[src/rtl/rr_handshake_arbiter_pkg.sv]
// Shared definitions for the round-robin handshake arbiter: FSM state
// encoding and default sizing.
package rr_arb_pkg;

  typedef enum logic [2:0] {
    IDLE     = 3'd0,
    START    = 3'd1,
    WAIT_ACK = 3'd2,
    DONE     = 3'd3,
    ERR      = 3'd4
  } arb_state_e;

  localparam int DEF_N       = 4;
  localparam int DEF_TIMEOUT = 8;

endpackage

[src/rtl/rr_handshake_arbiter_if.sv]
// Requester/resource bundle between the requesters, the arbiter and the
// shared engine.
interface rr_handshake_arbiter_if #(
  parameter int N = rr_arb_pkg::DEF_N
) ();

  // Handshake: a requester holds req[i] high until it sees cmp[i] or err
  // while gnt[i] is high; gnt is held for the whole transaction. The engine
  // sees a one-cycle res_start and answers with a one-cycle res_ack no
  // earlier than the cycle after res_start.
  logic [N-1:0] req;
  logic [N-1:0] gnt;
  logic         res_start;
  logic         res_ack;
  logic [N-1:0] cmp;
  logic         err;
  logic         busy;

  modport slave (
    input  req,
    input  res_ack,
    output gnt,
    output res_start,
    output cmp,
    output err,
    output busy
  );

  modport master (
    output req,
    output res_ack,
    input  gnt,
    input  res_start,
    input  cmp,
    input  err,
    input  busy
  );

endinterface

[src/rtl/rr_handshake_arbiter_pick.sv]
// Combinational round-robin picker: the first set request at or after ptr
// (wrapping) wins; returns it one-hot and as an index.
module rr_pick #(
  parameter int N  = 4,
  parameter int PW = $clog2(N)
) (
  input  logic [N-1:0]  req,
  input  logic [PW-1:0] ptr,
  output logic [N-1:0]  win_oh,
  output logic [PW-1:0] win_idx
);

  logic          found;
  logic [PW-1:0] cand;

  always_comb begin
    win_oh  = '0;
    win_idx = '0;
    found   = 1'b0;
    cand    = '0;
    for (int i = 0; i < N; i++) begin
      cand = PW'((int'(ptr) + i) % N);
      if (!found && req[cand]) begin
        found         = 1'b1;
        win_oh[cand]  = 1'b1;
        win_idx       = cand;
      end
    end
  end

endmodule

[src/rtl/rr_handshake_arbiter.sv]
// Round-robin arbiter sequencing start -> ack -> complete for the granted
// requester, with a timeout abort while waiting for ack.
module rr_handshake_arbiter
  import rr_arb_pkg::*;
#(
  parameter int N       = DEF_N,
  parameter int TIMEOUT = DEF_TIMEOUT
) (
  input  logic                         clk,
  input  logic                         rst,
  rr_handshake_arbiter_if.slave        bus,
  output arb_state_e                   state_dbg
);

  localparam int TW = $clog2(TIMEOUT + 1);
  localparam int PW = $clog2(N);

  arb_state_e    state_q, state_d;
  logic [TW-1:0] timer_q, timer_d;
  logic [PW-1:0] ptr_q, ptr_d;
  logic [PW-1:0] idx_q, idx_d;
  logic [N-1:0]  gnt_q, gnt_d;
  logic [N-1:0]  cmp_q, cmp_d;
  logic          err_q, err_d;
  logic          start_q, start_d;
  logic          busy_q, busy_d;

  logic [N-1:0]  pick_oh;
  logic [PW-1:0] pick_idx;

  rr_pick #(.N(N), .PW(PW)) u_pick (
    .req     (bus.req),
    .ptr     (ptr_q),
    .win_oh  (pick_oh),
    .win_idx (pick_idx)
  );

  always_comb begin
    state_d = state_q;
    timer_d = timer_q;
    ptr_d   = ptr_q;
    idx_d   = idx_q;
    gnt_d   = gnt_q;
    cmp_d   = '0;
    err_d   = 1'b0;
    start_d = 1'b0;
    case (state_q)
      IDLE: begin
        if (|bus.req) begin
          state_d = START;
          gnt_d   = pick_oh;
          idx_d   = pick_idx;
          start_d = 1'b1;
        end
      end
      START: begin
        // Ack this early cannot belong to the start just issued.
        state_d = WAIT_ACK;
        timer_d = '0;
      end
      WAIT_ACK: begin
        if (bus.res_ack) begin
          state_d = DONE;
          cmp_d   = gnt_q;
        end else if (timer_q == TW'(TIMEOUT - 1)) begin
          state_d = ERR;
          err_d   = 1'b1;
        end else begin
          timer_d = timer_q + TW'(1);
        end
      end
      DONE, ERR: begin
        state_d = IDLE;
        gnt_d   = '0;
        ptr_d   = (idx_q == PW'(N - 1)) ? '0 : idx_q + PW'(1);
      end
      default: begin
        state_d = IDLE;
        gnt_d   = '0;
      end
    endcase
    busy_d = (state_d != IDLE);
  end

  always_ff @(posedge clk) begin
    if (rst) begin
      state_q <= IDLE;
      timer_q <= '0;
      ptr_q   <= '0;
      idx_q   <= '0;
      gnt_q   <= '0;
      cmp_q   <= '0;
      err_q   <= 1'b0;
      start_q <= 1'b0;
      busy_q  <= 1'b0;
    end else begin
      state_q <= state_d;
      timer_q <= timer_d;
      ptr_q   <= ptr_d;
      idx_q   <= idx_d;
      gnt_q   <= gnt_d;
      cmp_q   <= cmp_d;
      err_q   <= err_d;
      start_q <= start_d;
      busy_q  <= busy_d;
    end
  end

  assign bus.gnt       = gnt_q;
  assign bus.cmp       = cmp_q;
  assign bus.err       = err_q;
  assign bus.res_start = start_q;
  assign bus.busy      = busy_q;
  assign state_dbg     = state_q;

endmodule

[src/flat_wrapper.sv]
// flat-port wrapper written by rule: the top's interface ports become plain ports
module rr_handshake_arbiter_flat import rr_arb_pkg::*;
#(
  parameter int N       = DEF_N,
  parameter int TIMEOUT = DEF_TIMEOUT
)
  (clk, rst, state_dbg, bus_req, bus_res_ack, bus_gnt, bus_res_start, bus_cmp, bus_err, bus_busy);
  rr_handshake_arbiter_if #(.N(N)) bus_i ();
  input  logic clk;
  input  logic rst;
  output arb_state_e state_dbg;
  input wire logic [$bits(bus_i.req)-1:0] bus_req;
  input wire logic [$bits(bus_i.res_ack)-1:0] bus_res_ack;
  output wire logic [$bits(bus_i.gnt)-1:0] bus_gnt;
  output wire logic [$bits(bus_i.res_start)-1:0] bus_res_start;
  output wire logic [$bits(bus_i.cmp)-1:0] bus_cmp;
  output wire logic [$bits(bus_i.err)-1:0] bus_err;
  output wire logic [$bits(bus_i.busy)-1:0] bus_busy;
  assign bus_i.req = bus_req;
  assign bus_i.res_ack = bus_res_ack;
  assign bus_gnt = bus_i.gnt;
  assign bus_res_start = bus_i.res_start;
  assign bus_cmp = bus_i.cmp;
  assign bus_err = bus_i.err;
  assign bus_busy = bus_i.busy;
  rr_handshake_arbiter #(.N(N), .TIMEOUT(TIMEOUT)) u_core (.clk(clk), .rst(rst), .bus(bus_i), .state_dbg(state_dbg));
endmodule
[config.mk]
export PLATFORM = sky130hd
export DESIGN_NAME = rr_handshake_arbiter_flat
export DESIGN_NICKNAME = d
export VERILOG_FILES = /design/src/rtl/rr_handshake_arbiter_pkg.sv /design/src/rtl/rr_handshake_arbiter_if.sv /design/src/rtl/rr_handshake_arbiter_pick.sv /design/src/rtl/rr_handshake_arbiter.sv /design/src/flat_wrapper.sv
export SDC_FILE = /design/constraint.sdc
export NUM_CORES = 1
export LEC_CHECK = 0
export CORE_MARGIN = 4
export CORE_UTILIZATION = 50
export DETAILED_ROUTE_END_ITERATION = 8
export PLACE_DENSITY_LB_ADDON = 0.3
export SLEW_MARGIN = 20
export SYNTH_ARGS = -nofsm -noshare
export SYNTH_HDL_FRONTEND = slang
export SYNTH_SLANG_ARGS = --single-unit
[constraint.sdc]
create_clock -name clk -period 3.1 [get_ports clk]
set_input_delay 0.62 -clock clk [delete_from_list [all_inputs] [get_ports clk]]
set_output_delay 0.62 -clock clk [all_outputs]
set_load 0.005 [all_outputs]
==> reports/metrics.csv <==
stage;metric;value;unit
yosys;Synth warnings;0;
clock_tree;insertion delay to the later sink of the worst-skew pair;0.31;ns
layout;post-route cell area;1531;um2
critical_path;Critical Path Source;u_core.ptr_q[1];
global_routing;largest net degree at the start of global routing;15;
timing;unrepaired setup endpoints after global routing;no;
critical_path;highest-delay cell along the critical path;mux4_2;
die;Die W;58.20;um
yosys;area share of the largest cell type after synthesis;34.96;%
timing;relative slew slack;63.17;%
clock_tree;TritonCTS clock tree;done;
layout;Final #Nets;171;
global_routing;first-pass GRT wire length;4312;um
global_routing;initial antenna violation count;0;
yosys;Cells after Synth;131;
timing;setup TNS;0;ns
yosys;count leader, synth;dfxtp_1;
yosys;Cell variety after synth;35;
yosys;Post-synth EDFFs;0;
timing;final period utilization;78.39;%
die;Starting Density;54.85;%
route;Detail Route Antenna Nets;0;
global_routing;GR Util All Layers;16.20;%
clock_tree;clk buf depth;2;
yosys;dominant cell type by area after synthesis;dfxtp_1;
yosys;post-synthesis net count;147;
clock_tree;hold_buf cts;0;
route;drt first-iter violations;20;
critical_path;critical path class;reg -> reg;
run;max cap viols;0;
global_routing;vias in the first global route;985;
layout;Diodes inserted;0;
die;die height;58.20;um
timing;Fmax;411.5;MHz
place;Placed Area;1495;um2
layout;final core occ;66.67;%
power;Pwr Total;0.6839;mW
layout;area grow syn2layout;21.55;%
timing;Final Setup Violations;0;
die;Rows;17;
yosys;syn_area_per_cell;9.618;um2
die;io pins;21;
critical_path;end of the critical path;u_core.idx_q[1];
yosys;largest cells by area after synthesis;dfxtp_1, ha_1, mux4_2;
route;WL/cell;13.89;um
critical_path;WP data required;3.34;ns
min_path;Hold Path Class;reg -> reg;
clock_tree;PostCTS Resize Cnt;0;
critical_path;reg2reg end;u_core.idx_q[1];
timing;Tmin final;2.430;ns
timing;skew final;0.003795;ns
critical_path;critical-path cell list;inv_1 -> ha_1 -> mux4_2 -> nor2b_4 -> o21bai_1 -> a221o_1 -> a311oi_2;
layout;Storage cell area;440.4;um2
place;dpl hpwl;1998;um
yosys;Post-synth top cells;dfxtp_1, nor2_1, ha_1;
critical_path;CP max FO;7;
yosys;Synth Register Bits;22;
power;leakage;0.5635;nW
yosys;post-synthesis sequential area ratio;34.96;%
timing;Final WS setup;0.6698;ns
die;DIE AREA;3387;um2
yosys;ys async rst share;0;%
clock_tree;htree depth;1;
power;pwr dens;446.6;nW/um2
clock_tree;clk root buf;clkbuf_4;
run_status;status;finished clean;
clock_tree;clock sink total;22;
critical_path;Worst setup SP type;flop;
layout;fraction of final layout cells sized beyond drive strength 1;10.39;%
route;drc violations;0;
global_routing;grt total ovfl;0;
critical_path;critical path arrival;2.67;ns
timing;Slew Limit Fails;0;
clock_tree;Post-CTS Setup Bufs;0;
route;Via density;5.775;
route;Pre-Repair DR Iteration Count;4;
clock_tree;CTS clock-pin slew for the worst setup and hold paths;0.12;ns
place;PortBufs;20;
critical_path;Worst R2R Path Depth;7;
route;total number of vias;1051;
critical_path;Crit path largest cell delay;0.63;ns
power;peak supply drop;0.2547;mV
clock_tree;Num CTS Buffers;3;
layout;Filler cells;195;
critical_path;FF-to-FF setup slack;0.67;ns
critical_path;reg2reg start;u_core.ptr_q[1];
place;routability congestion estimate;0.8623;
route;Post-Route WL;2528;um
layout;area of the multi-input gates;789.5;um2
yosys;Cell Area, Synth;1260;um2
yosys;Post-synth top flop;dfxtp_1;
die;placeable core area;2297;um2
timing;final hold viol count;0;
timing;worst-margin pin slew;0.5476;ns
place;dpl ws;0.3672;ns
critical_path;Crit. End Element;flop;
## metal layers
metal	up-vias	GRT usage (%)	part of all wire, %
li1	530	-	-
met1	482	18.81	44
met2	30	26.94	48
met3	9	2.227	4.2
met4	0	11.92	4.1
met5	-	0	0
## how the worst min path moves through the flow
stage	start	end	slack [ns]	cells past startpoint
3_5_place_dp	u_core.bus.gnt[0]	u_core.bus.cmp[0]	0.48	1
5_1_grt	u_core.bus.gnt[0]	u_core.bus.cmp[0]	0.51	1
6_report	u_core.bus.gnt[2]	u_core.bus.cmp[2]	0.50	1
3_3_place_gp	u_core.bus.gnt[2]	u_core.bus.cmp[2]	0.47	1
2_1_floorplan	u_core.bus.gnt[0]	u_core.bus.cmp[0]	0.47	1
4_1_cts	u_core.bus.gnt[1]	u_core.bus.cmp[1]	0.50	1
## cells by family after synthesis
kind of cell | Yosys count | synth area share [%]
xor gates and xnor gates | 2 | 1.391
AOI/OAI and AO/OA | 27 | 16.19
muxes | 10 | 12.12
DFF | 22 | 34.96
and+or+nand+nor | 54 | 24.03
adders and majority gates | 9 | 8.938
buffers and inverters | 7 | 2.383
## metrics by stage
step	hold WS, ns	std cells
final	0.5020	182
after global routing	0.5142	182
after CTS	0.5047	182
after detailed placement	0.4838	178
after global placement	0.4658	178
after floorplan	0.4691	131
## power breakdown
group          total [mW]  leakage (nW)  internal (mW)  switching, mW
clock               0.159        0.0210         0.0719         0.0872
sequential          0.327         0.179          0.307         0.0191
combinational       0.198         0.363          0.101         0.0978
## sequential cells by signal, summed over array words and instances (netlist names)
| signal | flops |
|---|---|
| u_core.bus.busy | 1 |
| u_core.bus.cmp | 4 |
| u_core.bus.err | 1 |
| u_core.bus.gnt | 4 |
| u_core.bus.res_start | 1 |
| u_core.idx_q | 2 |
| u_core.ptr_q | 2 |
| u_core.state_dbg | 3 |
| u_core.timer_q | 4 |
## layout by cell type (no fill, tap or decap), types with 2 or more instances in the layout
| master | n |
|---|---|
| a21oi_1 | 4 |
| a221oi_1 | 2 |
| mux2_2 | 2 |
| nor3b_1 | 3 |
| a221o_1 | 5 |
| ha_1 | 9 |
| inv_1 | 4 |
| xnor2_1 | 2 |
| nor3_1 | 5 |
| buf_4 | 2 |
| nor2b_1 | 5 |
| and2_1 | 6 |
| a21boi_0 | 2 |
| nand2b_1 | 3 |
| nor2_1 | 13 |
| clkdlybuf4s50_1 | 20 |
| nand2_1 | 8 |
| a22oi_1 | 2 |
| nor4_1 | 3 |
| clkbuf_4 | 3 |
| o21bai_1 | 2 |
| dfxtp_1 | 22 |
| o21ai_0 | 7 |
| mux4_2 | 4 |
| mux2i_1 | 4 |
## layout make-up
| class | count | area share, % |
|---|---|---|
| tap | 28 | 2.288 |
| clock buffer | 4 | 2.369 |
| inverter | 4 | 0.9804 |
| multi-input combinational | 102 | 51.55 |
| timing repair buffer | 22 | 14.05 |
| sequential | 22 | 28.76 |
## worst max-delay path: cells and delay by family (launching register included)
kind | cells | cell delay (ns)
multiplexers | 1 | 0.63
AND/OR/NAND/NOR | 1 | 0.23
flip-flops | 1 | 0.36
adder cells (fa/ha/maj) | 1 | 0.38
AO/OA/AOI/OAI | 3 | 0.66
buffers and inverters | 1 | 0.10
No activity file was read; power rests on OpenSTA's default activity.
